`src/rtl/kp_pkg.sv`:
```
// Shared types, sizes and helpers for the keypad scanner.
package kp_pkg;

    typedef enum logic [1:0] {
        SCAN,
        DEBOUNCE,
        PRESSED
    } kp_state_e;

    localparam int unsigned KP_ROWS   = 4;
    localparam int unsigned KP_COLS   = 4;
    localparam int unsigned KP_CODE_W = 4;

    typedef struct packed {
        logic       valid;
        logic [1:0] idx;
    } onehot4_t;

    // Zero or multiple bits set (no key / ghosting) report valid=0.
    function automatic onehot4_t onehot4_idx(input logic [3:0] v);
        onehot4_t r;
        r.valid = 1'b1;
        r.idx   = 2'd0;
        case (v)
            4'b0001: r.idx = 2'd0;
            4'b0010: r.idx = 2'd1;
            4'b0100: r.idx = 2'd2;
            4'b1000: r.idx = 2'd3;
            default: r.valid = 1'b0;
        endcase
        return r;
    endfunction

endpackage

```
`src/rtl/keypad_scan_ctrl_if.sv`:
```
// Keypad pin and key-event bundle between the scanner and its neighbours.
interface keypad_scan_ctrl_if;
    import kp_pkg::*;

    logic [KP_ROWS-1:0]   row_in;
    logic [KP_COLS-1:0]   col_out;
    logic [KP_CODE_W-1:0] key_code;
    logic                 key_valid;
    logic                 key_held;

    modport master (
        input  row_in,
        output col_out,
        output key_code,
        output key_valid,
        output key_held
    );

    modport slave (
        output row_in,
        input  col_out,
        input  key_code,
        input  key_valid,
        input  key_held
    );

endinterface

```
`src/rtl/kp_timer.sv`:
```
// Saturating up-counter with synchronous clear and a terminal-count compare.
module kp_timer #(
    parameter int unsigned W = 8
) (
    input  logic         clk,
    input  logic         rst,
    input  logic         clr,
    input  logic         en,
    input  logic [W-1:0] tc,
    output logic         at_tc
);

    logic [W-1:0] cnt_q, cnt_d;

    always_comb begin
        cnt_d = cnt_q;
        if (clr) begin
            cnt_d = '0;
        end else if (en && (cnt_q != '1)) begin
            cnt_d = cnt_q + 1'b1;
        end
    end

    always_ff @(posedge clk or posedge rst) begin
        if (rst) begin
            cnt_q <= '0;
        end else begin
            cnt_q <= cnt_d;
        end
    end

    assign at_tc = (cnt_q == tc);

endmodule

```
`src/rtl/keypad_scan_ctrl.sv`:
```
// 4x4 keypad scanner: column drive, row sampling, press/release debounce,
// one key_valid pulse per accepted press.
module keypad_scan_ctrl
    import kp_pkg::*;
#(
    parameter int unsigned SETTLE_CYC   = 1000,
    parameter int unsigned DEBOUNCE_CYC = 100000
) (
    input  logic                clk,
    input  logic                rst,
    keypad_scan_ctrl_if.master  kp
);

    localparam int unsigned CNT_MAX = (SETTLE_CYC > DEBOUNCE_CYC) ? SETTLE_CYC : DEBOUNCE_CYC;
    localparam int unsigned CNT_W   = $clog2(CNT_MAX + 1);
    localparam logic [CNT_W-1:0] SETTLE_TC   = CNT_W'(SETTLE_CYC - 1);
    localparam logic [CNT_W-1:0] DEBOUNCE_TC = CNT_W'(DEBOUNCE_CYC - 1);

    kp_state_e            state_q, state_d;
    logic [1:0]           col_idx_q, col_idx_d;
    logic [1:0]           row_idx_q, row_idx_d;
    logic [KP_COLS-1:0]   col_out_q, col_out_d;
    logic [KP_CODE_W-1:0] key_code_q, key_code_d;
    logic                 key_valid_q, key_valid_d;
    logic                 key_held_q, key_held_d;

    logic             t_clr, t_en, t_at_tc;
    logic [CNT_W-1:0] t_tc;
    logic [3:0]       row_pat;
    onehot4_t         sample;

    // Dwell, debounce and release phases never overlap, so one timer serves all three.
    kp_timer #(.W(CNT_W)) u_timer (
        .clk   (clk),
        .rst   (rst),
        .clr   (t_clr),
        .en    (t_en),
        .tc    (t_tc),
        .at_tc (t_at_tc)
    );

    assign row_pat = 4'b0001 << row_idx_q;
    assign sample  = onehot4_idx(kp.row_in);

    always_comb begin
        state_d     = state_q;
        col_idx_d   = col_idx_q;
        row_idx_d   = row_idx_q;
        key_code_d  = key_code_q;
        key_held_d  = key_held_q;
        key_valid_d = 1'b0;
        t_clr       = 1'b0;
        t_en        = 1'b0;
        t_tc        = SETTLE_TC;

        case (state_q)
            SCAN: begin
                if (t_at_tc) begin
                    t_clr = 1'b1;
                    if (sample.valid) begin
                        row_idx_d = sample.idx;
                        state_d   = DEBOUNCE;
                    end else begin
                        col_idx_d = col_idx_q + 2'd1;
                    end
                end else begin
                    t_en = 1'b1;
                end
            end
            DEBOUNCE: begin
                t_tc = DEBOUNCE_TC;
                if (kp.row_in == row_pat) begin
                    if (t_at_tc) begin
                        t_clr       = 1'b1;
                        state_d     = PRESSED;
                        key_code_d  = {row_idx_q, col_idx_q};
                        key_valid_d = 1'b1;
                        key_held_d  = 1'b1;
                    end else begin
                        t_en = 1'b1;
                    end
                end else begin
                    t_clr     = 1'b1;
                    col_idx_d = col_idx_q + 2'd1;
                    state_d   = SCAN;
                end
            end
            PRESSED: begin
                t_tc = DEBOUNCE_TC;
                // Only the captured row matters; other rows cannot start a new event.
                if (!kp.row_in[row_idx_q]) begin
                    if (t_at_tc) begin
                        t_clr      = 1'b1;
                        key_held_d = 1'b0;
                        col_idx_d  = col_idx_q + 2'd1;
                        state_d    = SCAN;
                    end else begin
                        t_en = 1'b1;
                    end
                end else begin
                    t_clr = 1'b1;
                end
            end
            default: begin
                t_clr   = 1'b1;
                state_d = SCAN;
            end
        endcase

        col_out_d = 4'b0001 << col_idx_d;
    end

    always_ff @(posedge clk or posedge rst) begin
        if (rst) begin
            state_q     <= SCAN;
            col_idx_q   <= '0;
            row_idx_q   <= '0;
            col_out_q   <= 4'b0001;
            key_code_q  <= '0;
            key_valid_q <= 1'b0;
            key_held_q  <= 1'b0;
        end else begin
            state_q     <= state_d;
            col_idx_q   <= col_idx_d;
            row_idx_q   <= row_idx_d;
            col_out_q   <= col_out_d;
            key_code_q  <= key_code_d;
            key_valid_q <= key_valid_d;
            key_held_q  <= key_held_d;
        end
    end

    assign kp.col_out   = col_out_q;
    assign kp.key_code  = key_code_q;
    assign kp.key_valid = key_valid_q;
    assign kp.key_held  = key_held_q;

endmodule
```
`src/flat_wrapper.sv`:
```
// flat-port wrapper written by rule: the top's interface ports become plain ports
module keypad_scan_ctrl_flat import kp_pkg::*;
#(
    parameter int unsigned SETTLE_CYC   = 1000,
    parameter int unsigned DEBOUNCE_CYC = 100000
)
  (clk, rst, kp_row_in, kp_col_out, kp_key_code, kp_key_valid, kp_key_held);
  keypad_scan_ctrl_if kp_i ();
  input  logic clk;
  input  logic rst;
  input wire logic [$bits(kp_i.row_in)-1:0] kp_row_in;
  output wire logic [$bits(kp_i.col_out)-1:0] kp_col_out;
  output wire logic [$bits(kp_i.key_code)-1:0] kp_key_code;
  output wire logic [$bits(kp_i.key_valid)-1:0] kp_key_valid;
  output wire logic [$bits(kp_i.key_held)-1:0] kp_key_held;
  assign kp_i.row_in = kp_row_in;
  assign kp_col_out = kp_i.col_out;
  assign kp_key_code = kp_i.key_code;
  assign kp_key_valid = kp_i.key_valid;
  assign kp_key_held = kp_i.key_held;
  keypad_scan_ctrl #(.SETTLE_CYC(SETTLE_CYC), .DEBOUNCE_CYC(DEBOUNCE_CYC)) u_core (.clk(clk), .rst(rst), .kp(kp_i));
endmodule
```
`config.mk`:
```
export PLATFORM = sky130hd
export DESIGN_NAME = keypad_scan_ctrl_flat
export DESIGN_NICKNAME = d
export VERILOG_FILES = /design/src/rtl/kp_pkg.sv /design/src/rtl/keypad_scan_ctrl_if.sv /design/src/rtl/kp_timer.sv /design/src/rtl/keypad_scan_ctrl.sv /design/src/flat_wrapper.sv
export SDC_FILE = /design/constraint.sdc
export NUM_CORES = 1
export LEC_CHECK = 0
export BUFFER_PORTS_ARGS = -buffer_cell sky130_fd_sc_hd__clkbuf_2
export CORE_MARGIN = 2
export CORE_UTILIZATION = 62
export CTS_BUF_LIST = sky130_fd_sc_hd__clkbuf_4
export DETAILED_ROUTE_END_ITERATION = 16
export GPL_TIMING_DRIVEN = 0
export HOLD_SLACK_MARGIN = 0.06
export PLACE_DENSITY = 0.88
export SETUP_SLACK_MARGIN = 0.2
export SLEW_MARGIN = 10
export SYNTH_ARGS = -nofsm -noshare
export SYNTH_HDL_FRONTEND = slang
export SYNTH_SLANG_ARGS = --single-unit
```
`constraint.sdc`:
```
create_clock -name clk -period 3.07 [get_ports clk]
set_input_delay 0.1535 -clock clk [delete_from_list [all_inputs] [get_ports clk]]
set_output_delay 0.1535 -clock clk [all_outputs]
set_load 0.005 [all_outputs]
```
Yosys cells after proc, flatten, opt, wreduce, memory -nomap -nowiden:

Cells that the tools add are included.

* word-level logic and storage cells: 74
* output and inout port bits: 10
* bits in registers: 33
* input port bits: 6

* multiplexer cells: 35
* shift operators: 2
* reduce and logical (&&, ||, !) cells: 10
* order comparisons: 1
* equality and inequality tests: 16
* add/sub/neg operators: 2

Operator list (number)
* 17-bit two-way mux: 3
* 2-bit two-way mux: 11
* 2-bit one-hot mux with 3 select lines: 3
* 17-bit by 1-bit adder with 17-bit output (second input constant): 1
* 17-bit equality test: 1
* 17-bit inequality test (second input constant): 1
* 1-bit two-way mux: 14
* 2-bit by 1-bit inequality test with 1-bit output (second input constant): 5
* 5-bit AND reduction: 2
* 1-bit by 2-bit << shifter with 4-bit output (first input constant): 2
* 1-bit one-hot mux with 3 select lines: 2
* 3-bit AND reduction: 2
* 4-bit by 1-bit equality test with 1-bit output (second input constant): 1
* 4-bit by 2-bit equality test with 1-bit output (second input constant): 1
* 4-bit by 3-bit equality test with 1-bit output (second input constant): 1
* 4-bit equality test: 1
* 4-bit equality test (second input constant): 1
* 2-bit nonzero test: 2
* 4-bit OR reduction: 1
* 2-bit by 3-bit < comparator with 1-bit output (second input constant): 1
* 3-bit by 2-bit inequality test with 1-bit output (second input constant): 1
* 2-bit by 1-bit adder with 2-bit output (second input constant): 1
* 1-bit binary-select mux with 2-bit select: 1
* 2-bit by 1-bit equality test with 1-bit output (second input constant): 1
* 6 further kinds: 6

Longest topological paths before layout:

Gate-level depths: netlist of run 1.

* depth in word-level cells: 10
* mapped depth: 11
* mapped depth without buffers: 10

Modules after synthesis:

A second synthesis of run 1 with hierarchy kept.

* cells, all modules: 230
* area total of the unflattened synthesis: 2234.6 um^2

Modules (own cells, without submodules)
* keypad_scan_ctrl: cells each 119, area each 1134.8 um^2, instances 1, seq. area each 401.6 um^2
* kp_timer: cells each 111, area each 1099.8 um^2, instances 1, seq. area each 425.4 um^2

Worst setup path before layout of run 1:

OpenSTA, ideal clock, no wires.

* kind: reg2reg
* start: reg u_core.state_q[0]
* end: reg u_core.col_out_q[1], in the netlist u_core.kp.col_out[1]
* data arrival time: 2.367 ns
* buffers on the path: 0
* period minus slack after synthesis: 2.492 ns
* setup slack: 0.578 ns
* library setup time: 0.126 ns
* cell stages (with the launch flop): 8
* data required time: 2.944 ns
* path through: dfrtp_1 inv_1 ha_1 or3b_1 o22a_1 o41ai_4 nand4b_4 a221o_1

* longest elaborated chain between the ends: 8
* elaborated cells between the ends (all ways): 11
* those cells by class: eq/ne: 3; shift: 1; mux: 5; reduce/logical: 2

Ends and longest elaborated chain
* start: declaration: line keypad_scan_ctrl.sv:19 `kp_state_e state_q, state_d;`
* start signal: assignment: line keypad_scan_ctrl.sv:123 `state_q <= state_d;`
* 2-bit by 1-bit equality test with 1-bit output or 2-bit equality test (tied branches): line keypad_scan_ctrl.sv:56 `case (state_q)`
* 2-bit OR reduction (no line)
* 17-bit two-way mux: line keypad_scan_ctrl.sv:56
* 17-bit equality test: line kp_timer.sv:32 `assign at_tc = (cnt_q == tc);`
* 2-bit two-way mux: line keypad_scan_ctrl.sv:92 `if (t_at_tc) begin`
* 2-bit two-way mux: line keypad_scan_ctrl.sv:91 `if (!kp.row_in[row_idx_q]) begin`
* 2-bit one-hot mux with 3 select lines *: line keypad_scan_ctrl.sv:56
* 1-bit by 2-bit << shifter with 4-bit output *: line keypad_scan_ctrl.sv:110 `col_out_d = 4'b0001 << col_idx_d;`
* net u_core.col_out_d[1]: line keypad_scan_ctrl.sv:22 `logic [KP_COLS-1:0] col_out_q, col_out_d;`
* end signal: assignment: line keypad_scan_ctrl.sv:126 `col_out_q <= col_out_d;`
* end: declaration: line keypad_scan_ctrl.sv:22

Mark *: on every way through the listed nets, which the timed path passes. The rest lies on a longest branch.
A chain may end at the register's enable or synchronous reset.

Final worst setup path of run 1:

* start: reg u_core.state_q[1]
* end: reg u_core.col_out_q[1], in the netlist u_core.kp.col_out[1]

Same word-level chain as after synthesis.

==> flow_summary.json, run 1 <==
{
  "cp_slowest_stage_delay_ns": 0.44,
  "remaining_routing_drc_violations": 0,
  "finalClockSkew_ns": 0.008930,
  "timing.max_slew.rel_slack": 0.5475,
  "period_minus_slack_ns": 2.799,
  "yosys_most_used_dff": "sky130_fd_sc_hd__dfrtp_1",
  "clock_sinks": 33,
  "flow.area_growth_from_synthesis_pct": 11.19,
  "antennaDiodeCount": 0,
  "synth-edff-count": 0,
  "postSynthRegisterBits": 33,
  "die_width_um": 63,
  "clk_latency_ns": 0.34,
  "timing.critical_path.slowest_stage_cell": "sky130_fd_sc_hd__dfrtp_1",
  "gr-max-usage-layer": "met2",
  "ctsHtreeMaxLevel": 2,
  "globalRouteMet1Util": 0.3415,
  "postSynth.asyncResetShare": 1.000,
  "setup_viol_count_final": 0,
  "synth_cell_area_um2": 2158,
  "global_route.usage.met3": 0.05045,
  "portBuffers": 13,
  "clock.fmax_mhz": 357.3,
  "drt-initial-drc-count": 113,
  "post_drt_via_cell_ratio": 6.289,
  "worst_hold_class": "in2reg",
  "grt_util_met2": 0.3777,
  "synth.largest_area_cell": "sky130_fd_sc_hd__dfrtp_1",
  "dp_worst_setup_slack_ns": 0.1337,
  "regToRegSetupSlack_ns": 0.27,
  "syn-instance-count": 224,
  "synth_area_leaders": "sky130_fd_sc_hd__dfrtp_1 (37%), sky130_fd_sc_hd__xor2_1 (4.1%), sky130_fd_sc_hd__ha_1 (3.5%), sky130_fd_sc_hd__nor2_1 (3.5%), sky130_fd_sc_hd__o21ai_0 (2.8%)",
  "grt_remaining_overflow": 0,
  "remaining_antenna_violation_count": 0,
  "final_core_utilization": 0.7192,
  "max_cap_viol_count": 0,
  "endpoint_kind": "flip-flop",
  "fin_setup_tns_ns": 0,
  "design.die.area_um2": 3969,
  "detail_route.wl_per_cell_um": 15.56,
  "crit_required_ns": 3.30,
  "worstSetupStartpointType": "flip-flop",
  "yosysWarningCount": 0,
  "layout_nets": 259,
  "grt_antenna_before_repair": 0,
  "p_per_area_nw_per_um2": 295.0,
  "worstHoldEndpoint": "u_core.row_idx_q[0]",
  "final-hold-violation-count": 0,
  "synth_area_per_cell_um2": 9.635,
  "final_area_um2": 2400,
  "slew_viol_final": 0,
  "worst_setup_margin_ns": 0.2712,
  "power.static_leakage_uw": 0.001029,
  "synth-seq-area-share": 0.3832,
  "vias": 1849,
  "clockBufferDepth": 2,
  "place.detailed.hpwl_mm": 3.126,
  "die_height_um": 63,
  "post_route_cells_drive_above_1_share": 0.2177,
  "start_util": 0.6468,
  "netlist-cell-type-count": 62,
  "timing.setup.critical_path_class": "reg2reg",
  "core.rowCount": 21,
  "run_status": "finished, final reports clean",
  "worst_hold_slack_ns": 0.2369,
  "final.fill_count": 253,
  "period_share": 0.9117,
  "worst_r2r_startpoint": "u_core.state_q[1]",
  "path_cells": "inv_1 > ha_2 > or3b_1 > o22a_1 > o41ai_4 > nand4b_4 > a221o_1",
  "largest_net_degree_at_the_start_of_global_routing": 34,
  "tritoncts.num_buffers": 5,
  "worst_setup_hold_path_clk_slew_ns": 0.11,
  "clk_root_buffer_cell": "sky130_fd_sc_hd__clkbuf_4",
  "min_from": "kp_row_in[0]",
  "tritoncts_clock_tree": "built",
  "worst-slew-pin-transition_ns": 0.6777,
  "synth_top_cell_area_share": 0.3710,
  "power.ir.vdd_worst_v": 0.0002684,
  "grt_setup_unrepaired": "true",
  "routabilityCongestion": 0.8537,
  "io_pins": 16,
  "hold_depth": 2,
  "postRouteWirelength_mm": 4.576,
  "critical_path_peak_fanout": 6,
  "core-area_um2": 3337,
  "reg2reg_depth": 7,
  "grtUsageTotal": 0.2462,
  "postSynthNetCount": 236,
  "grt_pass1_vias": 1738,
  "critPathArrivalTime_ns": 3.03,
  "detailed_place.area_um2": 2281,
  "worstReg2RegEnd": "u_core.kp.col_out[1]",
  "first_pass_grt_wire_length_mm": 7.824,
  "drt_pass1_iterations": 4
}
state kept, by name, summed over array words and instances, names as in the netlist:
register and cells:
u_core.u_timer.cnt_q 17, u_core.kp.key_code 4, u_core.row_idx_q 2, u_core.col_idx_q 2
u_core.state_q 2, u_core.kp.key_valid 1, u_core.kp.key_held 1, u_core.kp.col_out 4
worst max-delay path by stage:
stage	startpoint	endpoint	slack, ns	depth (start not counted)
final	u_core.state_q[1]	u_core.kp.col_out[1]	0.27	7
after CTS	u_core.state_q[1]	u_core.u_timer.cnt_q[1]	0.21	9
after global placement	u_core.state_q[1]	u_core.u_timer.cnt_q[15]	0.20	9
after global routing	u_core.state_q[1]	u_core.u_timer.cnt_q[1]	0.16	9
after detailed placement	u_core.state_q[0]	u_core.u_timer.cnt_q[5]	0.13	9
after floorplan	u_core.state_q[0]	u_core.kp.col_out[1]	0.58	7
cell families (layout without fill, tap and decap cells):
group / after synthesis / count (layout) / share of synthesized area
buf+inv: 21 / 45 / 0.04116
flops: 33 / 33 / 0.3832
mux: 9 / 9 / 0.05217
xor+xnor: 10 / 10 / 0.04058
simple gates: 81 / 81 / 0.2261
fa+ha+maj: 6 / 6 / 0.03478
compound gates: 64 / 64 / 0.2220
where the power goes:
| group | switching, µW | internal, µW |
|---|---|---|
| logic | 22.0 | 8.91 |
| registers | 0 | 434 |
| clock network | 156 | 86.2 |
| total | 178 | 530 |
cells in the mapped netlist, types with 3 or more instances:
cell                        number
sky130_fd_sc_hd__dfrtp_1        32
sky130_fd_sc_hd__xor2_1         10
sky130_fd_sc_hd__o21ai_0        12
sky130_fd_sc_hd__nor2_1         20
sky130_fd_sc_hd__mux2_2          4
sky130_fd_sc_hd__nor3b_1         4
sky130_fd_sc_hd__o21ba_2         3
sky130_fd_sc_hd__mux2i_1         3
sky130_fd_sc_hd__nand3_1         5
sky130_fd_sc_hd__a21oi_1         9
sky130_fd_sc_hd__ha_1            6
sky130_fd_sc_hd__o211ai_1        5
sky130_fd_sc_hd__or3_1           3
sky130_fd_sc_hd__nor3_1          7
sky130_fd_sc_hd__o21a_1          4
sky130_fd_sc_hd__inv_1           9
sky130_fd_sc_hd__o2111ai_1       4
sky130_fd_sc_hd__and2_1          3
sky130_fd_sc_hd__nand2_1        10
sky130_fd_sc_hd__clkbuf_1        7
sky130_fd_sc_hd__nand4b_1        3
sky130_fd_sc_hd__a31oi_1         4
sky130_fd_sc_hd__o31ai_1         4
cell usage in the layout (no fill, tap or decap), types with 5 or more instances in the layout:
cell,instances
sky130_fd_sc_hd__clkbuf_4,5
sky130_fd_sc_hd__clkbuf_2,13
sky130_fd_sc_hd__clkbuf_1,6
sky130_fd_sc_hd__inv_1,8
sky130_fd_sc_hd__o211ai_1,5
sky130_fd_sc_hd__nor3_1,6
sky130_fd_sc_hd__buf_4,5
sky130_fd_sc_hd__nor2_1,19
sky130_fd_sc_hd__dfrtp_1,32
sky130_fd_sc_hd__o21ai_0,12
sky130_fd_sc_hd__nand3_1,5
sky130_fd_sc_hd__ha_1,5
sky130_fd_sc_hd__nand2_1,10
sky130_fd_sc_hd__a21oi_1,8
sky130_fd_sc_hd__xor2_1,10
layer usage:
| layer | part of all wire | wire (µm) | up-vias |
|---|---|---|---|
| li1 | - | - | 887 |
| met1 | 0.46 | 2095 | 903 |
| met2 | 0.48 | 2208 | 53 |
| met3 | 0.047 | 215 | 6 |
| met4 | 0.012 | 57 | 0 |
| met5 | 0 | 0 | - |
final cells by class:
| type | instances | area (µm²) | area share |
|---|---|---|---|
| clock buffers | 5 | 37.54 | 0.01564 |
| well taps | 46 | 57.56 | 0.02398 |
| repair buffers | 17 | 97.59 | 0.04067 |
| plain buffers | 11 | 51.30 | 0.02138 |
| flip-flops and latches | 33 | 827.0 | 0.3446 |
| inverters | 9 | 33.78 | 0.01408 |
| multi-input cells | 170 | 1277 | 0.5323 |
| clock inverters | 3 | 17.52 | 0.007299 |
metrics by stage:
| stage | cells | total power (µW) |
|---|---|---|
| floorplan | 224 | 464.8 |
| global placement | 283 | 471.6 |
| detailed placement | 283 | 472.2 |
| CTS | 291 | 711.0 |
| global route | 294 | 734.1 |
| finish | 294 | 707.9 |
what timing repair did:
item / in CTS / in global routing
hold endpoints to repair: 0 / 32
setup endpoints to repair: 16 / 25
hold buffers: 0 / 1
pin swaps: 0 / 1
resized for setup: 2 / 6
setup buffers: 0 / 3
worst max-delay path: cells and delay by family, from the launching register on:
family / cells / cell delay, ns
DFF: 1 / 0.44
AOI/OAI and AO/OA: 3 / 1.08
adders and majority gates: 1 / 0.43
and+or+nand+nor: 2 / 0.64
buffers and inverters: 1 / 0.10
(Power assumes the default switching activity.)
==> run 2, diff against run 1 <==
Settings changed: BUFFER_PORTS_ARGS -buffer_cell sky130_fd_sc_hd__clkbuf_2 to -buffer_cell sky130_fd_sc_hd__buf_4.
==> run 2 against run 1 <==
  * Cell area increased by 4.5%
  * Clock-buffer cell count did not move
  * First-iteration DRC count up 15%
  * Clock power rose by 69%
  * Register-to-register slack gained 0.04 ns
  * Flip-flop and latch count unchanged
  * Power increased by 24%
  * Critical path type unchanged
  * Largest cell class unchanged
  * Largest power group unchanged
==> flow_summary.json, run 2 (synthesis gave the netlist of run 1 again) <==
{
  "run_status": "finished, final reports clean",
  "power.static_leakage_uw": 0.001075,
  "layout_commonest_cell": "sky130_fd_sc_hd__dfrtp_1",
  "final.fill_count": 222,
  "clock.fmax_mhz": 361.9,
  "reg2reg_depth": 8,
  "power.ir.vdd_worst_v": 0.0003462,
  "worstReg2RegEnd": "u_core.row_idx_q[0]",
  "clock_sinks": 33,
  "place.detailed.hpwl_mm": 3.310,
  "largest_register_ffs": 17,
  "seq_area_um2": 827.0,
  "worst_r2r_startpoint": "u_core.state_q[0]",
  "regToRegSetupSlack_ns": 0.31,
  "first_pass_grt_wire_length_mm": 8.355,
  "remaining_antenna_violation_count": 0,
  "postRouteWirelength_mm": 4.975,
  "setup_viol_count_final": 0,
  "ctsHtreeMaxLevel": 2,
  "worst-slew-pin-transition_ns": 0.6914,
  "timing.max_slew.rel_slack": 0.5384,
  "final-hold-violation-count": 0,
  "clk_root_buffer_cell": "sky130_fd_sc_hd__clkbuf_4",
  "core-area_um2": 3337,
  "die_height_um": 63,
  "timing.setup.critical_path_class": "reg2reg",
  "multiInputGateArea_um2": 1290,
  "slew_viol_final": 0,
  "crit_required_ns": 3.34,
  "clk_latency_ns": 0.35,
  "period_share": 0.9001,
  "hold_depth": 2,
  "max_cap_viol_count": 0,
  "tritoncts_clock_tree": "built",
  "io_pins": 16,
  "final_area_um2": 2507,
  "fin_setup_tns_ns": 0,
  "antennaDiodeCount": 0,
  "grt_remaining_overflow": 0,
  "dr_wl_met3_um": 256,
  "critical_path_peak_fanout": 7,
  "min_from": "kp_row_in[0]",
  "worst_hold_class": "in2reg",
  "grtUsageTotal": 0.2762,
  "period_minus_slack_ns": 2.763,
  "worstHoldEndpoint": "u_core.row_idx_q[0]",
  "vias": 1867,
  "layout_nets": 261,
  "critPathArrivalTime_ns": 3.04,
  "biggest_register": "u_core.u_timer.cnt_q",
  "die_width_um": 63,
  "post_drt_via_cell_ratio": 6.307,
  "tritoncts.num_buffers": 5,
  "drt_pass1_iterations": 4,
  "detail_route.wl_per_cell_um": 16.81,
  "finalClockSkew_ns": 0.01227,
  "endpoint_kind": "flip-flop",
  "met1Wirelength_mm": 2.147,
  "portBuffers": 13,
  "grt_setup_unrepaired": "true",
  "grt_pass1_vias": 1796,
  "drt-initial-drc-count": 130,
  "worst_setup_hold_path_clk_slew_ns": 0.10,
  "core.rowCount": 21,
  "met2WireLength_mm": 2.457,
  "worstSetupStartpointType": "flip-flop",
  "clockBufferDepth": 2,
  "flow.area_growth_from_synthesis_pct": 16.17,
  "p_per_area_nw_per_um2": 349.1,
  "detailed_place.area_um2": 2313,
  "start_util": 0.6468,
  "grt_antenna_before_repair": 0,
  "layout.cells.most_common_list": "sky130_fd_sc_hd__dfrtp_1 (32), sky130_fd_sc_hd__buf_4 (20), sky130_fd_sc_hd__nor2_1 (19), sky130_fd_sc_hd__o21ai_0 (12)",
  "remaining_routing_drc_violations": 0,
  "largest_net_degree_at_the_start_of_global_routing": 34,
  "design.die.area_um2": 3969,
  "post_route_cells_drive_above_1_share": 0.2280,
  "routabilityCongestion": 0.8775,
  "dr_top_layer": "met4"
}
[run 2: changes by cell type in the layout (fill, tap and decap cells not counted), sizes merged]
| cell | previous run | this run |
|---|---|---|
| clkinv | 2 | 1 |
| bufinv | 0 | 2 |
| clkinvlp | 1 | 0 |
| buf | 8 | 23 |
| clkbuf | 24 | 11 |
[run 2: worst max path at each step]
stage                                 start                        to  cells past startpoint
floorplan                 u_core.state_q[0]      u_core.kp.col_out[1]                      7
global placement          u_core.state_q[1]  u_core.u_timer.cnt_q[16]                      9
detailed placement        u_core.state_q[0]   u_core.u_timer.cnt_q[4]                      9
CTS                       u_core.state_q[0]      u_core.kp.col_out[3]                      8
global route        u_core.u_timer.cnt_q[3]   u_core.u_timer.cnt_q[1]                     11
finish                    u_core.state_q[0]       u_core.row_idx_q[0]                      8
[run 2: routing by layer]
metal  GRT usage  vias up
li1            -      898
met1      0.3376      904
met2      0.4495       55
met3     0.07207       10
met4      0.1389        0
met5           0        -
[run 2: area by class of cell]
class | count | share of cell area
Timing Repair Buffer | 19 | 0.05788
Multi-Input combinational cell | 170 | 0.5145
Clock buffer | 5 | 0.01497
Inverter | 9 | 0.01347
Clock inverter | 3 | 0.02595
Buffer | 11 | 0.02046
Tap cell | 46 | 0.02295
Sequential cell | 33 | 0.3298
[run 2: through the flow]
stage / total power [µW] / utilization / worst slack [ns] / hold WS, ns / std cells
floorplan: 464.8 / - / 0.5775 / 0.2817 / 224
global placement: 472.6 / 0.6933 / 0.2042 / 0.4917 / 283
detailed placement: 474.1 / 0.6933 / 0.1799 / 0.4969 / 283
CTS: 880.8 / 0.7274 / 0.2100 / 0.1703 / 291
global route: 911.2 / 0.7514 / 0.1608 / 0.2634 / 296
finish: 875.3 / 0.7514 / 0.3066 / 0.2423 / 296
[run 2: power by group]
part | leakage [µW] | internal, µW | switching [µW]
combinational | 0.000576 | 9.95 | 22.7
sequential | 0.000443 | 434 | 0
clock | 0.0000552 | 252 | 156
total | 0.00107 | 696 | 179
[run 2: repair_timing]
| action | in CTS | in global routing |
|---|---|---|
| buffers inserted | 0 | 5 |
| pin swaps | 0 | 1 |
| hold buffers | 0 | 1 |
| resized for setup | 2 | 8 |
| hold endpoints to repair | 0 | 32 |
| endpoints found under the setup margin | 16 | 25 |
[run 2: worst max-delay path, cell delays in order (launching register included)]
cell	delay [ns]
sky130_fd_sc_hd__dfrtp_1	0.41
sky130_fd_sc_hd__inv_1	0.10
sky130_fd_sc_hd__ha_2	0.42
sky130_fd_sc_hd__or3b_1	0.43
sky130_fd_sc_hd__o22ai_4	0.27
sky130_fd_sc_hd__nand3_2	0.20
sky130_fd_sc_hd__or3_1	0.41
sky130_fd_sc_hd__a21o_1	0.18
sky130_fd_sc_hd__a221oi_2	0.24
==> run 3, diff against run 2 <==
Settings changed: BUFFER_PORTS_ARGS -buffer_cell sky130_fd_sc_hd__buf_4 to -buffer_cell sky130_fd_sc_hd__buf_2, CORE_UTILIZATION 62 to 56, CTS_BUF_LIST sky130_fd_sc_hd__clkbuf_4 to sky130_fd_sc_hd__clkbuf_4 sky130_fd_sc_hd__clkbuf_8, PLACE_DENSITY 0.88 to 0.81.
==> run 3 against run 2 <==
  * Register-to-register slack hardly changed
  * Power fell by 5.7%
  * Largest power group unchanged
  * Fmax rose by 0.33%
  * Clock-buffer cell count increased by 3
  * Largest cell class unchanged
  * Clock power down 12%
  * Sequential share of layout area rose by 0.67 points
  * Flip-flop and latch count is the same
==> flow_summary.json, run 3 (synthesis gave the netlist of run 1 again) <==
{
  "die_height_um": 66.08,
  "first_pass_grt_wire_length_mm": 8.514,
  "global_route.usage.met3": 0.04940,
  "postRouteWirelength_mm": 5.070,
  "remaining_antenna_violation_count": 0,
  "post_drt_via_cell_ratio": 6.273,
  "gr-max-usage-layer": "met2",
  "cp_slowest_stage_delay_ns": 0.43,
  "die_width_um": 66.08,
  "worstReg2RegEnd": "u_core.row_idx_q[0]",
  "run_status": "finished, final reports clean",
  "biggest_register": "u_core.u_timer.cnt_q",
  "final_area_um2": 2457,
  "worst_hold_class": "in2reg",
  "worst_hold_slack_ns": 0.2923,
  "power.ir.vdd_worst_v": 0.0002564,
  "tritoncts.num_buffers": 5,
  "power.static_leakage_uw": 0.001059,
  "timing.max_slew.rel_slack": 0.5372,
  "seq_area_um2": 827.0,
  "critical_path_peak_fanout": 7,
  "clk_root_buffer_cell": "sky130_fd_sc_hd__clkbuf_8",
  "worst-slew-pin-transition_ns": 0.6932,
  "period_share": 0.8972,
  "drt_pass1_iterations": 4,
  "setup_viol_count_final": 0,
  "layout.cells.most_common_list": "sky130_fd_sc_hd__dfrtp_1 (32), sky130_fd_sc_hd__nor2_1 (19), sky130_fd_sc_hd__buf_2 (15), sky130_fd_sc_hd__o21ai_0 (12)",
  "clock_sinks": 33,
  "reg2reg_depth": 8,
  "grt_pass1_vias": 1770,
  "grt_antenna_before_repair": 0,
  "endpoint_kind": "flip-flop",
  "max_cap_viol_count": 0,
  "final.fill_count": 311,
  "setup.worst_path.end": "u_core.row_idx_q[0]",
  "timing.critical_path.slowest_stage_cell": "sky130_fd_sc_hd__ha_2",
  "layout_nets": 260,
  "path_cells": "inv_1 > ha_2 > or3b_1 > o22ai_4 > nand3_2 > or3_1 > a21o_1 > a221oi_2",
  "remaining_routing_drc_violations": 0,
  "critPathTopFamily": "simple AND/OR/NAND/NOR gates",
  "grt_util_met2": 0.4050,
  "post_route_cells_drive_above_1_share": 0.2169,
  "detailed_place.area_um2": 2283,
  "core-area_um2": 3689,
  "routabilityCongestion": 0.8507,
  "worst_setup_hold_path_clk_slew_ns": 0.07,
  "flow.area_growth_from_synthesis_pct": 13.86,
  "period_minus_slack_ns": 2.754,
  "io_pins": 16,
  "critPathArrivalTime_ns": 2.96,
  "start_util": 0.5851,
  "timing.setup.critical_path_class": "reg2reg",
  "portBuffers": 13,
  "detail_route.wl_per_cell_um": 17.07,
  "cp_num_buf_inv": 1,
  "clk_latency_ns": 0.29,
  "drt-initial-drc-count": 99,
  "p_per_area_nw_per_um2": 336.0,
  "grt_setup_unrepaired": "true",
  "clockBufferDepth": 2,
  "vias": 1863,
  "clock.fmax_mhz": 363.1,
  "largest_net_degree_at_the_start_of_global_routing": 34,
  "cp-startpoint": "u_core.state_q[1]",
  "largest_register_ffs": 17,
  "timing.critical_path.depth": 8,
  "antennaDiodeCount": 0,
  "final-hold-violation-count": 0,
  "place.detailed.hpwl_mm": 3.397,
  "finalClockSkew_ns": 0.009251,
  "regToRegSetupSlack_ns": 0.32,
  "slew_viol_final": 0,
  "tritoncts_clock_tree": "built",
  "layout_commonest_cell": "sky130_fd_sc_hd__dfrtp_1",
  "grt_remaining_overflow": 0,
  "grtUsageTotal": 0.2585,
  "design.die.area_um2": 4367,
  "fin_setup_tns_ns": 0,
  "multiInputGateArea_um2": 1286,
  "crit_required_ns": 3.28,
  "worstSetupStartpointType": "flip-flop",
  "worst_r2r_startpoint": "u_core.state_q[1]",
  "ctsHtreeMaxLevel": 2,
  "core.rowCount": 22,
  "globalRouteMet1Util": 0.3506,
  "hold_depth": 2
}
-- run 3: layer usage --
| layer | share of wire | vias to the layer above |
|---|---|---|
| li1 | - | 888 |
| met1 | 0.46 | 928 |
| met2 | 0.49 | 38 |
| met3 | 0.032 | 9 |
| met4 | 0.019 | 0 |
| met5 | 0 | - |
-- run 3: worst min-delay path by stage --
stage                     startpoint                        to
2_1_floorplan                    rst       u_core.col_idx_q[0]
3_3_place_gp   u_core.kp.key_code[3]     u_core.kp.key_code[3]
3_5_place_dp   u_core.kp.key_code[1]     u_core.kp.key_code[1]
4_1_cts                          rst  u_core.u_timer.cnt_q[15]
5_1_grt                 kp_row_in[0]       u_core.row_idx_q[0]
6_report                kp_row_in[0]       u_core.row_idx_q[0]
-- run 3: area by class of cell --
cell class,instances,area share
multi-input cells,170,0.5234
flip-flops and latches,33,0.3366
clock buffers,8,0.03971
repair buffers,17,0.03971
well taps,48,0.02444
plain buffers,12,0.02240
inverters,9,0.01375
-- run 3: worst register-to-register path, cell delays in order, from the launching register on --
cell                       delay (ns)
sky130_fd_sc_hd__dfrtp_1         0.42
sky130_fd_sc_hd__inv_1           0.09
sky130_fd_sc_hd__ha_2            0.43
sky130_fd_sc_hd__or3b_1          0.43
sky130_fd_sc_hd__o22ai_4         0.27
sky130_fd_sc_hd__nand3_2         0.19
sky130_fd_sc_hd__or3_1           0.41
sky130_fd_sc_hd__a21o_1          0.18
sky130_fd_sc_hd__a221oi_2        0.25
-- run 3: through the flow --
step / instances / utilization / total power, µW / setup WS [ns]
5_1_grt: 297 / 0.6662 / 848.3 / 0.1319
4_1_cts: 293 / 0.6486 / 831.9 / 0.1943
6_report: 297 / 0.6662 / 825.7 / 0.3157
2_1_floorplan: 224 / - / 464.8 / 0.5775
3_3_place_gp: 285 / 0.6191 / 471.8 / 0.1697
3_5_place_dp: 285 / 0.6191 / 473.2 / 0.1222
-- run 3: what timing repair did --
item	4_1_cts	5_1_grt
resized for setup	2	7
endpoints found under the hold margin	0	32
setup buffers	0	3
setup endpoints to repair	17	25
pin swaps	0	1
hold buffers	0	1
cloned	0	0
-- run 3: where the power goes --
| group | internal [µW] | switching, µW | leakage [µW] | total (µW) |
|---|---|---|---|---|
| combinational | 8.91 | 22.6 | 0.000563 | 31.5 |
| clock | 200 | 159 | 0.0000523 | 359 |
| sequential | 435 | 0 | 0.000443 | 435 |
